$ cat src/rtl/als_level_filter.sv
// Ambient-light level filter: 8-sample moving average of the PmodALS light field with a hysteretic dark flag.
// Two-stage pipeline (accumulate, then publish); level_strobe follows value_strobe by 2 cycles; a strobe every cycle is accepted.
module als_level_filter #(
  parameter logic [7:0] DARK_ON  = 8'd64,
  parameter logic [7:0] DARK_OFF = 8'd80
) (
  input  logic        clock,
  input  logic        reset_n,
  input  logic [15:0] value,
  input  logic        value_strobe,
  output logic [7:0]  level,
  output logic        level_valid,
  output logic        level_strobe,
  output logic        dark
);

  typedef enum logic [1:0] {WARMUP, BRIGHT, DARK} state_t;

  logic [7:0]  samples [8];
  logic [2:0]  wr;
  logic [10:0] sum;
  logic [3:0]  count;
  logic        s1_done;
  state_t      state;
  logic [7:0]  light;
  logic [7:0]  new_level;
  logic        unused_bits;

  assign light       = value[12:5];
  assign new_level   = sum[10:3];
  assign unused_bits = ^{value[15:13], value[4:0]};

  always_ff @(posedge clock or negedge reset_n) begin
    if (!reset_n) begin
      for (int i = 0; i < 8; i++) samples[i] <= 8'd0;
      wr           <= 3'd0;
      sum          <= 11'd0;
      count        <= 4'd0;
      s1_done      <= 1'b0;
      level        <= 8'd0;
      level_valid  <= 1'b0;
      level_strobe <= 1'b0;
      dark         <= 1'b0;
      state        <= WARMUP;
    end else begin
      s1_done      <= value_strobe;
      level_strobe <= 1'b0;

      // Stage 1: swap the oldest sample out of the running sum.
      if (value_strobe) begin
        sum         <= sum - {3'b000, samples[wr]} + {3'b000, light};
        samples[wr] <= light;
        wr          <= wr + 3'd1;
        if (count != 4'd8) count <= count + 4'd1;
      end

      // Stage 2: count here already reflects the previous stage-1 update.
      if (s1_done) begin
        level <= new_level;
        if (count == 4'd8) begin
          level_strobe <= 1'b1;
          level_valid  <= 1'b1;
          case (state)
            WARMUP, BRIGHT: begin
              if (new_level < DARK_ON) begin
                state <= DARK;
                dark  <= 1'b1;
              end else begin
                state <= BRIGHT;
                dark  <= 1'b0;
              end
            end
            DARK: begin
              if (new_level > DARK_OFF) begin
                state <= BRIGHT;
                dark  <= 1'b0;
              end
            end
            default: begin
              state <= WARMUP;
              dark  <= 1'b0;
            end
          endcase
        end
      end
    end
  end

endmodule

$ cat config.mk
export PLATFORM = sky130hd
export DESIGN_NAME = als_level_filter
export DESIGN_NICKNAME = d
export VERILOG_FILES = /design/src/rtl/als_level_filter.sv
export SDC_FILE = /design/constraint.sdc
export NUM_CORES = 1
export LEC_CHECK = 0
export ABC_AREA = 0
export CAP_MARGIN = 20
export CORE_ASPECT_RATIO = 0.9
export CORE_UTILIZATION = 45
export CTS_CLUSTER_SIZE = 14
export DETAILED_ROUTE_END_ITERATION = 10
export DONT_BUFFER_PORTS = 1
export GPL_TIMING_DRIVEN = 0
export PLACE_DENSITY = 0.66
export RECOVER_POWER = 100
export SLEW_MARGIN = 10
export SYNTH_ARGS = -nofsm -noshare
export SYNTH_HDL_FRONTEND = slang
export SYNTH_SLANG_ARGS = --single-unit
$ cat constraint.sdc
create_clock -name clock -period 4.9 [get_ports clock]
set_clock_uncertainty 0.2 [all_clocks]
set_input_delay 1.47 -clock clock [delete_from_list [all_inputs] [get_ports clock]]
set_output_delay 1.47 -clock clock [all_outputs]
set_load 0.005 [all_outputs]
==> flow_summary.yaml <==
critical_path:
  start_kind: "register"
  criticalPathCategory: "reg -> reg"
  cpPeakStageDelay_ns: 0.52
  crit_path_frequent_cell: "fa_1"
  crit_arrival_ns: 4.32
  cp_max_fo: 10
  critPathSlowestCell: "clkbuf_1"
  crit_required_ns: 4.94
  crit_chain: "buf_2 > clkbuf_1 > mux4_2 > mux2_2 > fa_1 > inv_1 > fa_1 > a211oi_1 > o21ai_0 > and3_1 > o31ai_1"
  end_kind: "register"
final_layout:
  design_area_um2: 5330
  final_cell_mix: "dfrtp_1 (95), mux2_2 (56), o21ai_0 (40), nand2_1 (40), inv_1 (39)"
  area_growth_pct: 8.06
  layout.nets: 458
  diodes: 0
  fill_cells: 924
  drive_gt1_share_pct: 20.8
  layout_commonest_cell: "dfrtp_1"
clock_tree:
  clock_latency_ns: 0.35
  post_cts_buffers: 0
  numCtsBuffers: 9
  root_buffer: "clkbuf_16"
  cts_sinks: 95
  htreeDepth: 3
  hold_buffers: 0
  cts_tree: "done"
  cts_resized: 0
  clk_path_buf_depth: 2
  clk_pin_slew_worst_paths_ns: 0.07
route:
  vias: 3104
  vias_per_cell: 5.66
  wire_per_inst_um: 18.0
  drtAntennaViolNets: 0
  wl_met3_um: 447
  top_layer: "met4"
  drc: 0
  wl_met2_mm: 4.65
  drtIter0Drc: 156
  dr.pass1.iters: 4
  drt-met1-wl_mm: 4.74
  wirelength_mm: 9.89
logic_synthesis:
  async_flop_share_pct: 100
  yosys-top-cells-area: "dfrtp_1 (48%), mux2_2 (13%), mux4_2 (4.1%)"
  syn-num-nets: 447
  ys_seq_area_share_pct: 48.2
  synth_area_um2: 4930
  synth_seq_cells: 95
  synth_top_area_cell: "dfrtp_1"
  yosysWarnings: 0
  synth_ff_type: "dfrtp_1"
  yosysUniqueCellTypes: 48
  syn_avg_cell_area_um2: 12.2
  synth_cells: 404
  synth_edf_count: 0
  synth_top_area_share_pct: 48.2
timing:
  min_period_over_period_pct: 87.4
  finalHoldViolCount: 0
  fin_crit_ns: 4.28
  fmax_mhz: 234
  worst_slew_pin_slew_ns: 1.84
  rsz0062_at_grt: "no"
  timing.setup.tns_ns: 0
  maxSlewHeadroom_pct: -23.2
  slew_viol_final: 36
  finalSetupViolCount: 0
die:
  io-pin-count: 30
  fp.dieH_um: 101
  num_rows: 35
  die-area_um2: 11400
  die_x_um: 112
  start_util_pct: 47.1
  coreArea_um2: 10500
global_route:
  grt_max_degree: 96
  grt_pass1_vias: 3226
  grt_pass1_wl_mm: 16.8
  gr-usage-all-layers_pct: 19.9
  grt-ovfl-total: 0
  antenna_found_initial: 0
placed_design:
  io_buffer_count: 0
  place_hpwl_mm: 6.90
  gp_congestion: 0.771
  place_area_um2: 5100
flow_run:
  maxCapViolCount: 4
hold_path:
  hold_class: "reg -> reg"
status:
  violations: "capacitance limit, slew limit"
  status: "complete, but fails checks"
final timing paths:
kind	from	end	slack [ns]	cells past startpoint
worst max-delay path	wr[1]	sum[6]	0.62	11
worst min-delay path	samples[33]	samples[33]	0.28	2
worst max register to register	wr[1]	sum[6]	0.62	11
worst min register to register	samples[33]	samples[33]	0.28	2
max in group asynchronous	reset_n	sum[9]	3.75	0
min in group asynchronous	reset_n	samples[41]	0.62	0
per-layer routing:
| metal | track usage, % | vias up |
|---|---|---|
| li1 | - | 1457 |
| met1 | 27.3 | 1574 |
| met2 | 31.6 | 67 |
| met3 | 5.21 | 6 |
| met4 | 5.23 | 0 |
| met5 | 0 | - |
state kept, by name, indices dropped and copies added, names as in the netlist:
name and flops:
level_strobe 1, wr 3, samples 64, state 1, s1_done 1, level 8
level_valid 1, count 4, sum 11, dark 1
synthesized netlist by cell type (2+ instances only):
cell,number
o21ai_0,40
mux4_2,9
dfrtp_1,95
nand2_1,40
and2_1,2
fa_1,8
a211oi_1,5
nand2b_1,4
xnor2_1,4
xor2_1,2
nor3b_4,2
buf_6,2
inv_1,39
mux2_2,56
a21o_1,4
o31ai_1,2
nand4_1,3
mux4_1,7
clkbuf_1,4
o22ai_1,2
buf_2,8
a21oi_1,8
nor3_4,2
mux2i_1,2
nand4b_1,4
nand3_1,4
o211ai_1,2
nor2b_1,2
nor2_1,7
ha_1,16
and3_1,2
per-stage QoR:
step / utilization [%] / worst slack [ns] / hold slack (ns) / cells
after CTS: 51.4 / 0.864 / 0.279 / 548
final: 51.0 / 0.618 / 0.281 / 548
after global placement: 48.7 / 0.953 / 0.254 / 533
after floorplan: - / 1.19 / 0.242 / 404
after global routing: 51.0 / 0.312 / 0.306 / 548
after detailed placement: 48.7 / 0.887 / 0.263 / 533
critical path, delay by kind of cell, from the launching register on:
| kind | cells | cell delay, ns |
|---|---|---|
| buffers and inverters | 3 | 0.88 |
| AOI/OAI and AO/OA | 3 | 0.79 |
| and+or+nand+nor | 1 | 0.24 |
| muxes | 2 | 0.71 |
| DFF | 1 | 0.38 |
| adders and majority gates | 2 | 0.98 |
logic make-up (layout without fill, tap and decap cells):
| logic type | after synthesis | after routing | synth area share (%) |
|---|---|---|---|
| mux | 74 | 74 | 21.0 |
| compound gates | 75 | 75 | 9.15 |
| xor+xnor | 6 | 6 | 1.06 |
| flops | 95 | 95 | 48.2 |
| simple gates | 76 | 76 | 8.34 |
| buf+inv | 54 | 69 | 4.94 |
| fa+ha+maj | 24 | 24 | 7.30 |
area by class of cell:
cell class | instances | area [um2] | area share [%]
clock buffers | 11 | 233 | 4.36
inverters | 39 | 146 | 2.75
clock inverters | 4 | 55.1 | 1.03
well taps | 129 | 161 | 3.03
multi-input cells | 255 | 2270 | 42.5
flip-flops and latches | 95 | 2380 | 44.6
plain buffers | 15 | 91.3 | 1.71
Power is not shown: default switching activity piles up to over one toggle a cycle in this logic, so the estimate is an artifact.
